--- config.mk ---
export PLATFORM = sky130hd
export DESIGN_NAME = mem_stage_sram_ctrl
export DESIGN_NICKNAME = d
export VERILOG_FILES = /design/src/rtl/mem_stage_sram_ctrl_pkg.sv /design/src/rtl/mem_stage_sram_ctrl_phase_counter.sv /design/src/rtl/mem_stage_sram_ctrl.sv
export SDC_FILE = /design/constraint.sdc
export NUM_CORES = 1
export LEC_CHECK = 0
export CAP_MARGIN = 15
export CORE_ASPECT_RATIO = 1.75
export CORE_UTILIZATION = 40
export CTS_BUF_LIST = sky130_fd_sc_hd__clkbuf_16
export DETAILED_ROUTE_END_ITERATION = 8
export GPL_TIMING_DRIVEN = 0
export PLACE_DENSITY = 0.76
export RECOVER_POWER = 50
export SLEW_MARGIN = 20
export SYNTH_ARGS = -nofsm -noshare
export SYNTH_HDL_FRONTEND = slang
export SYNTH_SLANG_ARGS = --single-unit
--- constraint.sdc ---
create_clock -name clk -period 3 [get_ports clk]
set_input_delay 0.3 -clock clk [delete_from_list [all_inputs] [get_ports clk]]
set_output_delay 0.3 -clock clk [all_outputs]
set_load 0.005 [all_outputs]
--- src/rtl/mem_stage_sram_ctrl_pkg.sv ---
// Shared widths, base address and FSM encoding for the memory-stage SRAM controller.
package mem_stage_sram_ctrl_pkg;
  localparam int WORD_LEN      = 32;
  localparam int SRAM_ADDR_LEN = 18;
  localparam int SRAM_DATA_LEN = 16;
  localparam int DATA_MEM_BASE = 1024;

  typedef enum logic [1:0] {
    MEMS_IDLE = 2'd0,
    MEMS_LOW  = 2'd1,
    MEMS_HIGH = 2'd2,
    MEMS_DONE = 2'd3
  } mems_state_e;

  // A single-cycle phase still needs a one-bit counter.
  function automatic int cnt_width(input int wait_cycles);
    return (wait_cycles > 1) ? $clog2(wait_cycles) : 1;
  endfunction
endpackage

--- src/rtl/mem_stage_sram_ctrl_phase_counter.sv ---
// Wait-state counter for one 16-bit SRAM phase; tc_o marks the last held cycle.
module sram_phase_counter
  import mem_stage_sram_ctrl_pkg::*;
#(
  parameter int WAIT_CYCLES = 2
) (
  input  logic clk,
  input  logic rst,
  input  logic clr_i,
  input  logic en_i,
  output logic tc_o
);
  localparam int CW = cnt_width(WAIT_CYCLES);
  localparam logic [CW-1:0] LAST = CW'(WAIT_CYCLES - 1);

  logic [CW-1:0] cnt_q, cnt_d;

  always_comb begin
    cnt_d = cnt_q;
    if (clr_i)     cnt_d = '0;
    else if (en_i) cnt_d = cnt_q + CW'(1);
  end

  always_ff @(posedge clk or posedge rst) begin
    if (rst) cnt_q <= '0;
    else     cnt_q <= cnt_d;
  end

  assign tc_o = en_i && (cnt_q == LAST);
endmodule

--- src/rtl/mem_stage_sram_ctrl.sv ---
// Memory stage: splits each 32-bit load/store into low/high 16-bit SRAM phases and
// holds ready low until the access completes.
module mem_stage_sram_ctrl
  import mem_stage_sram_ctrl_pkg::*;
#(
  parameter int WAIT_CYCLES = 2,
  parameter int BASE_ADDR   = DATA_MEM_BASE
) (
  input  logic                     clk,
  input  logic                     rst,
  input  logic                     MEM_R_EN,
  input  logic                     MEM_W_EN,
  input  logic [WORD_LEN-1:0]      ALURes,
  input  logic [WORD_LEN-1:0]      STVal,
  output logic [WORD_LEN-1:0]      memReadVal,
  output logic                     ready,
  output logic [SRAM_ADDR_LEN-1:0] SRAM_ADDR,
  output logic [SRAM_DATA_LEN-1:0] SRAM_WDATA,
  input  logic [SRAM_DATA_LEN-1:0] SRAM_RDATA,
  output logic                     SRAM_WE_EN,
  output logic                     SRAM_RD_EN,
  output logic [1:0]               debug_state_o
);
  mems_state_e state_q, state_d;

  logic                     req;
  logic                     tc;
  logic                     in_phase;
  logic                     wr_q;
  logic [SRAM_ADDR_LEN-2:0] idx_q, idx_d;
  logic [WORD_LEN-1:0]      st_q;
  logic [SRAM_DATA_LEN-1:0] lowbuf_q;
  logic [WORD_LEN-1:0]      rdval_q;

  assign req      = MEM_R_EN | MEM_W_EN;
  assign in_phase = (state_q == MEMS_LOW) || (state_q == MEMS_HIGH);
  // Out-of-range addresses wrap silently by truncating the word index.
  assign idx_d    = (SRAM_ADDR_LEN-1)'((ALURes - WORD_LEN'(BASE_ADDR)) >> 2);

  sram_phase_counter #(.WAIT_CYCLES(WAIT_CYCLES)) u_phase_cnt (
    .clk   (clk),
    .rst   (rst),
    .clr_i (tc || !in_phase),
    .en_i  (in_phase),
    .tc_o  (tc)
  );

  always_ff @(posedge clk or posedge rst) begin
    if (rst) state_q <= MEMS_IDLE;
    else     state_q <= state_d;
  end

  always_comb begin
    state_d = state_q;
    case (state_q)
      MEMS_IDLE: if (req) state_d = MEMS_LOW;
      MEMS_LOW:  if (tc)  state_d = MEMS_HIGH;
      MEMS_HIGH: if (tc)  state_d = MEMS_DONE;
      MEMS_DONE:          state_d = MEMS_IDLE;
      default:            state_d = MEMS_IDLE;
    endcase
  end

  always_comb begin
    ready      = 1'b0;
    SRAM_ADDR  = '0;
    SRAM_WDATA = '0;
    SRAM_WE_EN = 1'b0;
    SRAM_RD_EN = 1'b0;
    case (state_q)
      MEMS_IDLE: ready = !req;
      MEMS_LOW: begin
        SRAM_ADDR  = {idx_q, 1'b0};
        SRAM_WDATA = wr_q ? st_q[15:0] : '0;
        SRAM_WE_EN = wr_q;
        SRAM_RD_EN = !wr_q;
      end
      MEMS_HIGH: begin
        SRAM_ADDR  = {idx_q, 1'b1};
        SRAM_WDATA = wr_q ? st_q[31:16] : '0;
        SRAM_WE_EN = wr_q;
        SRAM_RD_EN = !wr_q;
      end
      MEMS_DONE: ready = 1'b1;
      default:   ready = 1'b0;
    endcase
  end

  // Request fields are captured once; the pipeline inputs are ignored until DONE.
  always_ff @(posedge clk or posedge rst) begin
    if (rst) begin
      wr_q     <= 1'b0;
      idx_q    <= '0;
      st_q     <= '0;
      lowbuf_q <= '0;
      rdval_q  <= '0;
    end else begin
      if (state_q == MEMS_IDLE && req) begin
        wr_q  <= MEM_W_EN;
        idx_q <= idx_d;
        st_q  <= STVal;
      end
      if (state_q == MEMS_LOW && tc && !wr_q)  lowbuf_q <= SRAM_RDATA;
      if (state_q == MEMS_HIGH && tc && !wr_q) rdval_q  <= {SRAM_RDATA, lowbuf_q};
    end
  end

  assign memReadVal    = rdval_q;
  assign debug_state_o = state_q;
endmodule

# After elaboration in Yosys (flattened, before gate mapping)

Cells that the tools add are included.

Bits of input ports: 84
Flip-flop bits (word level): 101
Logic and storage cells: 44
Output and inout port bits: 71

Mux-type cells: 13
Bitwise operators: 1
Reduce and logical (&&, ||, !) cells: 15
Equal/unequal tests: 6
$add $sub $neg: 2

Operators with widths:

| cell                                                                  | number |
|---|---|
| 18-bit case mux with 2 select lines                                   | 1 |
| 16-bit 2-to-1 mux                                                     | 2 |
| 16-bit case mux with 2 select lines                                   | 1 |
| 19-bit by 11-bit subtractor with 19-bit output, second input constant | 1 |
| 2-bit case mux with 4 select lines                                    | 1 |
| 1-bit logical AND                                                     | 6 |
| 2-bit 2-to-1 mux                                                      | 3 |
| 2-bit != test, second input constant                                  | 3 |
| 2-bit equality test, second input constant                            | 2 |
| 1-bit 2-to-1 mux                                                      | 4 |
| 1-bit zero test                                                       | 3 |
| 3-bit AND reduction                                                   | 1 |
| 2-bit by 1-bit equality test with 1-bit output, second input constant | 1 |
| 2-bit zero test                                                       | 1 |
| 1-bit logical OR                                                      | 2 |
| 1-bit case mux with 2 select lines                                    | 1 |
| 2-bit nonzero test                                                    | 1 |
| 2-bit OR reduction                                                    | 1 |
| 1-bit adder, second input constant                                    | 1 |
| 1-bit OR                                                              | 1 |

# Longest topological paths before layout

Gate-level depths: netlist (run 1).

Depth after elaboration: 5
Gate-level depth with buffers: 7
Gate-level depth less buffers: 5

# Hierarchy

From an unflattened synthesis (run 1), not the netlist that was laid out.

Cell total of the unflattened synthesis: 408
Area total of the unflattened synthesis: 4317.9 um^2

By module, submodules not included:

| module              | seq. area each (um^2) | cells an instance | instances | area each (um^2) |
|---|---|---|---|---|
| mem_stage_sram_ctrl | 2502.4                | 403               | 1         | 4269.1 |
| sram_phase_counter  | 25.0                  | 5                 | 1         | 48.8 |

# Worst setup path after synthesis (run 1)

OpenSTA, ideal clock, no wires.

Path kind: flip-flop to flip-flop
Start point: register state_q[0] (netlist: debug_state_o[0])
End point: register state_q[1] (netlist: debug_state_o[1])
Required time: 2875 ps
Path buffers: 1
Path slack: 1149 ps
Data arrival time: 1727 ps
Library setup time: 125 ps
Stages on the path, launching flop included: 7
Clock period less this slack: 1851 ps
Cells stage by stage: dfrtp_1 > inv_1 > ha_1 > clkbuf_1 > nand2_1 > a221oi_1 > mux2_2

Elaborated cells between the ends (all ways): 11
Classes of those cells: 6 x eq/ne; 1 x mux; 4 x reduce/logical

RTL lines:

| element                                           | RTL line                  | RTL |
|---|---|---|
| start, declared                                   | mem_stage_sram_ctrl.sv:24 | `mems_state_e state_q, state_d;` |
| start signal, assigned                            | mem_stage_sram_ctrl.sv:50 | `else state_q <= state_d;` |
| 2-bit equality test, or another cell as far along | mem_stage_sram_ctrl.sv:55 | `case (state_q)` |
| 2-bit case mux with 4 select lines (*)            | mem_stage_sram_ctrl.sv:55 |  |
| named net state_d[1]                              | mem_stage_sram_ctrl.sv:24 |  |

Mark *: on every way through the listed nets, which the timed path passes. The rest lies on a longest branch.
A chain may end at the register's enable or synchronous reset.

# Final worst setup path (run 1)

Start point: register state_q[1] (netlist: debug_state_o[1])
End point: output port SRAM_WDATA[5]

Cells in the longest elaborated chain, start to end: 2
Elaborated cells between the ends (all ways): 3
Classes of those cells: 2 x eq/ne; 1 x mux

RTL lines:

| element                                                                               | RTL line                  | RTL |
|---|---|---|
| 2-bit equality test or 2-bit by 1-bit equality test with 1-bit output (tied branches) | mem_stage_sram_ctrl.sv:70 | `case (state_q)` |
| 16-bit case mux with 2 select lines (*)                                               | mem_stage_sram_ctrl.sv:70 |  |
| end, declared                                                                         | mem_stage_sram_ctrl.sv:18 | `output logic [SRAM_DATA_LEN-1:0] SRAM_WDATA,` |

Mark *: on every way between the ends. The rest lies on a longest branch, timed or not.

==> impl_metrics.toml, run 1 <==
[route]
avgRoutedWirePerCell_um = 15.2
ant_nets = 0
viasPerCell = 4.97
drcViolationCount = 0
drt_wl_total_um = 10400
vias = 3411
drt_iter0_drc = 100
dr.pass1.iters = 4

[cts]
cts_max_level = 3
cts.sinks = 101
cts-root-buf = "clkbuf_16"
clock_path_buffers = 2
cts_tree = "built"
worstSkewPairLatency_ns = 0.34
path_clk_slew_ns = 0.07
cts_buffers = 9

[critical_path]
rr_worst_depth = 5
worstPathCellList = "inv_1 > ha_1 > nand2_2 > clkbuf_1 > nor2_1 > clkdlybuf4s50_1"
crit_start = "debug_state_o[1]"
critical_path_buf_inv_count = 3
crit_family = "buffers and inverters"
r2r-start = "debug_state_o[1]"
crit_path_max_fanout = 10
reg2reg_slack_ns = 0.88
cp.arrival_ns = 2.50
worstSetupStartpointType = "register"
critPathKind = "reg -> out"
slowest_stage = "clkdlybuf4s50_1"
r2r_end = "lowbuf_q[1]"
cpPeakStageDelay_ns = 0.53
critPathCaptureType = "primary output"
crit_required_ns = 2.70

[global_route]
grt_max_degree = 56
first_global_vias = 3646
grt-ovfl-total = 0
grt_usage_pct = 20.2
grt_pass1_wl_um = 17300
antenna_found_initial = 0

[timing]
setup_slack_ns = 0.198
hold_viol = 0
fin_skew_ns = 0.00785
tightestPinTransition_ns = 1.80
fin_crit_sh_pct = 93.4
setup_violations = 0
rsz0062_at_grt = "no"
whs_ns = 0.470
period_minus_slack_ns = 2.80
maxSlewViolCount = 47
max-slew-margin-rel_pct = -20.1
tns_ns = 0
fmax_mhz = 357

[synth]
synth.top_cell.area_share_pct = 58.8
synth_edf_count = 0
synthArstFlopShare_pct = 100
synth_flop_cell = "dfrtp_1"
ys_seq_area_share_pct = 58.8
syn_avg_cell_area_sq_um = 10.6
yosysWarningCount = 0
ys_ff_latch = 101
netlist_instances = 404
syn_nets = 494
syn_area_sq_mm = 0.00430
yosys.area.top_type = "dfrtp_1"
synthTopCellsByArea = "dfrtp_1 59%, mux2_2 13%, nand2_1 11%, a22oi_1 2.8%, and2_1 2.5%"
yosysUniqueCellTypes = 27

[floorplan]
ioPinCount = 155
fp.dieH_um = 139
core_sq_mm = 0.0104
start_util_pct = 41.5
die-area_sq_mm = 0.0112
row_count = 49
die_w_um = 80.4

[final_layout]
finalNetCount = 644
syn2layout_area_growth_pct = 44.3
final_cell_mix = "129 x nand2_1, 106 x clkdlybuf4s50_1, 101 x dfrtp_1"
final_core_utilization_pct = 59.8
final_common_cell = "nand2_1"
drive_gt1_share_pct = 14.0
num_antenna_cells = 0

[pwr]
irDropWorstVdd_mv = 0.629
p_int_uw = 4250
switching_power_uw = 2050
power_frac_clock_pct = 19.8
power_frac_comb_pct = 42.2
power_density_mw_per_mm2 = 1020
p_leak_uw = 0.00278
seqPwrFrac_pct = 38.0
switching_share_pct = 32.5

[run_status]
status = "finished with violations"
violations = "max-capacitance violations, max-slew violations"

[place]
place_ws_ns = 0.101
place_hpwl_um = 7990
port_buffers = 139
place.gp.congestion = 0.805

[min_path]
holdPathEnd = "u_phase_cnt.cnt_q"
worst_hold_startpoint = "u_phase_cnt.cnt_q"
hold_path.class = "reg -> reg"
min_delay_path_depth = 1

[run]
drv_cap = 1
worst max-delay path by stage:
stage	depth (start not counted)	endpoint	slack, ns
after detailed placement	7	SRAM_ADDR[14]	0.10
final	6	SRAM_WDATA[5]	0.20
after floorplan	1	debug_state_o[0]	0.05
after CTS	7	SRAM_WDATA[4]	-0.07
after global routing	6	SRAM_WDATA[5]	0.02
after global placement	2	memReadVal[31]	-1.33
worst reg2reg max path, cell delays in order, from the launching register on:
cell and delay, ns:
dfrtp_1 0.44, inv_1 0.10, ha_1 0.40, nand3_1 0.34, buf_2 0.34, mux2_2 0.38
timing repair:
action	CTS	global route
hold buffers	0	0
buffers inserted	0	0
endpoints found under the hold margin	0	0
gates resized for setup	2	5
endpoints found under the setup margin	21	25
state kept, by name (all words and copies together) (netlist names):
register           flops
debug_state_o          2
st_q                  32
memReadVal            32
u_phase_cnt.cnt_q      1
lowbuf_q              16
idx_q                 17
wr_q                   1
per-stage QoR:
stage | area (sq um) | total power [uW] | instances
after floorplan | 4300 | 3770 | 404
after global placement | 5850 | 5070 | 670
after detailed placement | 5880 | 5210 | 671
after CTS | 6200 | 6470 | 687
after global routing | 6200 | 6780 | 686
final | 6200 | 6300 | 686
kinds of logic after synthesis:
kind of cell	Yosys count	synth area share, %
simple gates	183	18.0
compound gates	34	5.41
buf+inv	28	2.59
fa+ha+maj	6	1.75
mux	50	13.1
xor+xnor	2	0.408
flops	101	58.8
layout make-up:
cell class | instances | area, sq um
Clock buffer | 9 | 225
Tap cell | 127 | 159
Clock inverter | 7 | 95.1
Fill cell | 867 | 4160
Sequential cell | 101 | 2530
Timing Repair Buffer | 140 | 1420
Multi-Input combinational cell | 275 | 1660
Inverter | 7 | 26.3
Buffer | 20 | 86.3
metal layers:
| layer | GRT usage (%) | vias to the layer above | share of wire, % | wire length (um) |
|---|---|---|---|---|
| met5 | 0 | - | 0 | 0 |
| met4 | 9.12 | 0 | 3.3 | 347 |
| met3 | 4.74 | 26 | 4.7 | 493 |
| met2 | 36.6 | 109 | 55 | 5720 |
| met1 | 21.3 | 1646 | 37 | 3840 |
| li1 | - | 1630 | - | - |
cell usage after synthesis, types with 2 or more instances:
cell and number:
a22oi_1 16, a31oi_1 5, and2_1 17, buf_2 5
clkbuf_1 15, dfrtp_1 101, ha_1 6, inv_1 7
mux2_2 49, nand2_1 130, nor2_1 24, nor2b_1 3
o21a_1 2, o21ai_0 6, o31ai_1 3, or3_1 3
or4_1 2
power groups by stage:
stage / clock network (uW) / logic, uW / registers (uW)
2_1_floorplan: 0 / 1410 / 2370
3_3_place_gp: 0 / 2680 / 2390
3_5_place_dp: 0 / 2770 / 2440
4_1_cts: 1270 / 2790 / 2410
5_1_grt: 1330 / 2960 / 2490
6_report: 1240 / 2660 / 2400
Note: power is estimated with default switching activity, not from simulation.
==> inputs of run 2 (changes only) <==
--- a/config.mk
+++ b/config.mk
@@ -6,7 +6,7 @@
 export NUM_CORES = 1
 export LEC_CHECK = 0
 export CAP_MARGIN = 15
-export CORE_ASPECT_RATIO = 1.75
+export CORE_ASPECT_RATIO = 0.7
 export CORE_UTILIZATION = 40
 export CTS_BUF_LIST = sky130_fd_sc_hd__clkbuf_16
 export DETAILED_ROUTE_END_ITERATION = 8
==> run 2 against run 1 <==
  * The run still ends with max-capacitance violations, max-slew violations left
  * Die area about the same
  * Combinational power about the same
  * Non-clock buffer count unchanged
  * Clock power decreased by 7%
  * Flip-flop and latch count unchanged
  * Critical endpoint is now SRAM_ADDR[12]
  * Largest power group unchanged
  * Highest routed layer unchanged
==> impl_metrics.toml, run 2 (synthesis results as in run 1) <==
[cts]
cts-root-buf = "clkbuf_16"
worstSkewPairLatency_ns = 0.34
cts.sinks = 101
cts_max_level = 3
path_clk_slew_ns = 0.07
post_cts_buffers = 0
cts_buffers = 9
cts_tree = "built"
clock_path_buffers = 2

[critical_path]
critPathKind = "reg -> out"
cpPeakStageDelay_ns = 0.50
critPathCaptureType = "primary output"
worstPathCellList = "inv_1 > ha_1 > clkbuf_2 > o21a_2 > clkbuf_2 > and2_1 > clkdlybuf4s50_1"
slowest_stage = "clkdlybuf4s50_1"
worstSetupStartpointType = "register"
cp.arrival_ns = 2.48
crit_path_max_fanout = 10
crit_required_ns = 2.70
crit_top_cell = "clkbuf_2"

[timing]
period_minus_slack_ns = 2.78
fmax_mhz = 360
rsz0062_at_grt = "no"
fin_crit_sh_pct = 92.6
max-slew-margin-rel_pct = -29.8
whs_ns = 0.472
setup_violations = 0
maxSlewViolCount = 49
fin_skew_ns = 0.00747
setup_slack_ns = 0.221
tightestPinTransition_ns = 1.94
hold_viol = 0

[route]
vias = 3371
drcViolationCount = 0
ant_nets = 0
drt_wl_total_um = 10800
dr.pass1.iters = 4
drt_iter0_drc = 199
viasPerCell = 4.88
avgRoutedWirePerCell_um = 15.6

[run_status]
status = "finished with violations"
violations = "max-capacitance violations, max-slew violations"

[global_route]
grt_usage_pct = 20.1
grt_max_degree = 54
first_global_vias = 3392
grt_pass1_wl_um = 17300
antenna_found_initial = 0
grt-ovfl-total = 0

[run]
drv_cap = 1

[place]
place_hpwl_um = 8060
place_ws_ns = 0.166
dp.cells = 676
port_buffers = 139
place.gp.congestion = 0.812
place_area_sq_mm = 0.00589

[final_layout]
num_antenna_cells = 0
final_cell_mix = "129 x nand2_1, 106 x clkdlybuf4s50_1, 101 x dfrtp_1"
final_common_cell = "nand2_1"
final_core_utilization_pct = 59.4
finalNetCount = 644
final_cell_area_sq_mm = 0.00618
layout.cells.non_filler = 691
drive_gt1_share_pct = 14.0
syn2layout_area_growth_pct = 43.8

[floorplan]
core_sq_mm = 0.0104
start_util_pct = 41.3
die-area_sq_mm = 0.0112
row_count = 31
die_w_um = 126
fp.dieH_um = 88.7
ioPinCount = 155

[pwr]
power_density_mw_per_mm2 = 1010
p_leak_uw = 0.00276
irDropWorstVdd_mv = 0.410

[min_path]
hold_path.class = "reg -> reg"
## run 2: power breakdown
part | total, uW | leakage (uW) | switching (uW) | internal (uW)
sequential | 2390 | 0.00121 | 344 | 2050
clock | 1150 | 0.000141 | 508 | 643
combinational | 2690 | 0.00142 | 1220 | 1470
## run 2: worst paths after layout
kind / start / to / slack (ns) / depth (start not counted)
hold reg to reg: idx_q[7] / idx_q[7] / 0.47 / 2
max in group asynchronous: rst / memReadVal[16] / 0.83 / 2
setup reg to reg: debug_state_o[0] / lowbuf_q[9] / 0.86 / 5
min in group asynchronous: rst / memReadVal[24] / 1.04 / 2
setup / recovery: debug_state_o[0] / SRAM_ADDR[12] / 0.22 / 7
hold / removal: idx_q[7] / idx_q[7] / 0.47 / 2
## run 2: area by class of cell
type	instances	area [sq um]
multi-input combinational	275	1660
sequential	101	2530
timing repair buffer	140	1420
clock inverter	7	66.3
tap	132	165
inverter	7	26.3
clock buffer	9	225
fill	873	4220
buffer	20	87.6
## run 2: what timing repair did
item,in CTS,in global routing
resized for setup,5,3
endpoints found under the setup margin,21,23
hold buffers,0,0
endpoints found under the hold margin,0,0
gates cloned,0,0
## run 2: critical path: cells and delay by family, from the launching register on
| kind | cells | cell delay, ns |
|---|---|---|
| flops | 1 | 0.42 |
| compound gates | 1 | 0.24 |
| fa+ha+maj | 1 | 0.19 |
| simple gates | 1 | 0.16 |
| buf+inv | 4 | 1.13 |
## run 2: per-layer routing
metal / wire, um / global-route usage (%) / part of all wire [%] / vias to the layer above
li1: - / - / - / 1632
met1: 5110 / 27.0 / 47 / 1641
met2: 5060 / 32.9 / 47 / 89
met3: 509 / 5.26 / 4.7 / 9
met4: 107 / 4.82 / 0.99 / 0
met5: 0 / 0 / 0 / -
## run 2: per-stage QoR
step | power, uW | TNS [ns]
floorplan | 3770 | 0
global placement | 5090 | -141.22
detailed placement | 5210 | 0
CTS | 6400 | 0
global route | 6690 | 0
finish | 6230 | 0
==> edit (flow settings as in run 1) <==
Reset style: synchronous (`rst`), changed in 3 clocked blocks.
--- a/src/rtl/mem_stage_sram_ctrl_phase_counter.sv
+++ b/src/rtl/mem_stage_sram_ctrl_phase_counter.sv
@@ -21,7 +21,7 @@
     else if (en_i) cnt_d = cnt_q + CW'(1);
   end
 
-  always_ff @(posedge clk or posedge rst) begin
+  always_ff @(posedge clk) begin
     if (rst) cnt_q <= '0;
     else     cnt_q <= cnt_d;
   end
--- a/src/rtl/mem_stage_sram_ctrl.sv
+++ b/src/rtl/mem_stage_sram_ctrl.sv
@@ -45,7 +45,7 @@
     .tc_o  (tc)
   );
 
-  always_ff @(posedge clk or posedge rst) begin
+  always_ff @(posedge clk) begin
     if (rst) state_q <= MEMS_IDLE;
     else     state_q <= state_d;
   end
@@ -87,7 +87,7 @@
   end
 
   // Request fields are captured once; the pipeline inputs are ignored until DONE.
-  always_ff @(posedge clk or posedge rst) begin
+  always_ff @(posedge clk) begin
     if (rst) begin
       wr_q     <= 1'b0;
       idx_q    <= '0;
Check against the original RTL: differs if rst is asserted again (counterexample within 4 cycles, from zero or initial values and one cycle with rst high); with rst held inactive, the same outputs for 10 cycles.
==> edit against run 1 <==
Worst hold slack got worse by 0.28 ns; sequential cell count did not move; setup slack got worse by 0.022 ns; die area fell by 5.3%; design area fell by 4.8%; area after synthesis fell by 5.4%; highest routed layer unchanged; routed wire length rose by 16%; critical path type unchanged.
Power is not compared: it rests on default switching activity, and its combinational part moved more than twofold at a synthesized area within 25%.
==> edit: results <==
[outcome]
status = finished clean

[placed_design]
port_buffers = 138
place_hpwl_um = 9280
place.gp.congestion = 0.833

[global_routing]
grt_pass1_wl_um = 18800
grt_usage_pct = 23.0
grt_use_met2_pct = 44.9
grt_max_degree = 18
use_met1_pct = 22.8
gr-usage-met3_pct = 3.57
first_global_vias = 4021

[min_path]
hold_path.class = in2reg
holdCritStartpoint = rst

[detailed_routing]
drt-vias-per-instance = 5.10
drt_first_pass_iters = 5
wl_um = 12000
drt_first_iter_violations = 114

[setup_path]
critical_path.startpoint = debug_state_o[0]
critPathArrivalTime_ns = 2.52
crit_fanout = 10
crit_slowest_cell = clkdlybuf4s50_1
max_stage_delay_ns = 0.52

[cts]
clk_path_buf_depth = 2
cts_max_level = 3
post_cts_resized = 3
clk_latency_ns = 0.34
post_cts_buffers = 0

[timing]
relSlewSlack_pct = 39.1
clock_skew_ns = 0.00746

[synth]
synth_nets = 614
synth_ff_type = dfxtp_1
synthTopCellsByCount = nand2_1 (179), dfxtp_1 (101), a21oi_1 (89), clkbuf_1 (33), nor2_1 (28)
async_flop_share_pct = 0
synth-seq-area-share_pct = 49.7
ys_types = 37
yosys-top-cells-area = dfxtp_1 (50%), nand2_1 (17%), a21oi_1 (11%), clkbuf_1 (3.0%), a22oi_1 (3.0%)

[power_and_ir_drop]
ir_worst_vdd_uv = 395

[final_layout]
drive_gt1_share_pct = 3.98
diodes = 0
num-nets-final = 763
edit: cell types whose count changed in the layout (fill, tap and decap cells not counted), sizes merged, moves of 5 or more:
cell    before  now
dfxtp        0  101
o21ai        7    2
a21oi        0   89
clkbuf      24   45
mux2        49    0
a211oi       0    7
dfrtp      101    0
nand2      130  179
edit: per-layer routing:
layer	up-vias	share of wire, %
met5	-	0
met4	0	1.7
met3	17	4.1
met2	142	57
met1	1902	37
li1	2032	-
edit: metrics by stage:
step	power [mW]	instances	util, %	cell area (sq um)	setup slack (ns)
after global routing	4.35	803	59.9	5900	0.0290
after detailed placement	2.98	787	56.9	5600	0.330
after floorplan	2.45	524	-	4070	1.25
final	4.11	803	59.9	5900	0.176
after CTS	4.16	803	60.0	5910	0.0638
after global placement	2.93	787	56.9	5600	0.363
edit: cells by family after synthesis:
logic type	share of synthesized area [%]
and+or+nand+nor	25.7
AOI/OAI and AO/OA	17.4
DFF	49.7
buffers and inverters	4.74
adders and majority gates	1.85
xor gates and xnor gates	0.646
edit: layout make-up:
type	count	area (sq um)
Clock buffer	9	225
Clock inverter	7	75.1
Inverter	6	22.5
Buffer	38	163
Tap cell	125	156
Sequential cell	101	2020
Fill cell	902	3950
Multi-Input combinational cell	379	1860
Timing Repair Buffer	138	1380
edit: path summary, 6_finish.rpt:
path / slack, ns / depth (start not counted) / endpoint
setup reg to reg: 0.84 / 7 / st_q[12]
hold / removal: 0.19 / 2 / idx_q[8]
setup / recovery: 0.18 / 7 / SRAM_ADDR[8]
hold reg to reg: 0.45 / 2 / memReadVal[16]
edit: power breakdown:
part	switching (mW)	total (mW)	internal, mW
registers	0.128	1.67	1.55
logic	0.754	1.26	0.510
clock network	0.518	1.17	0.653
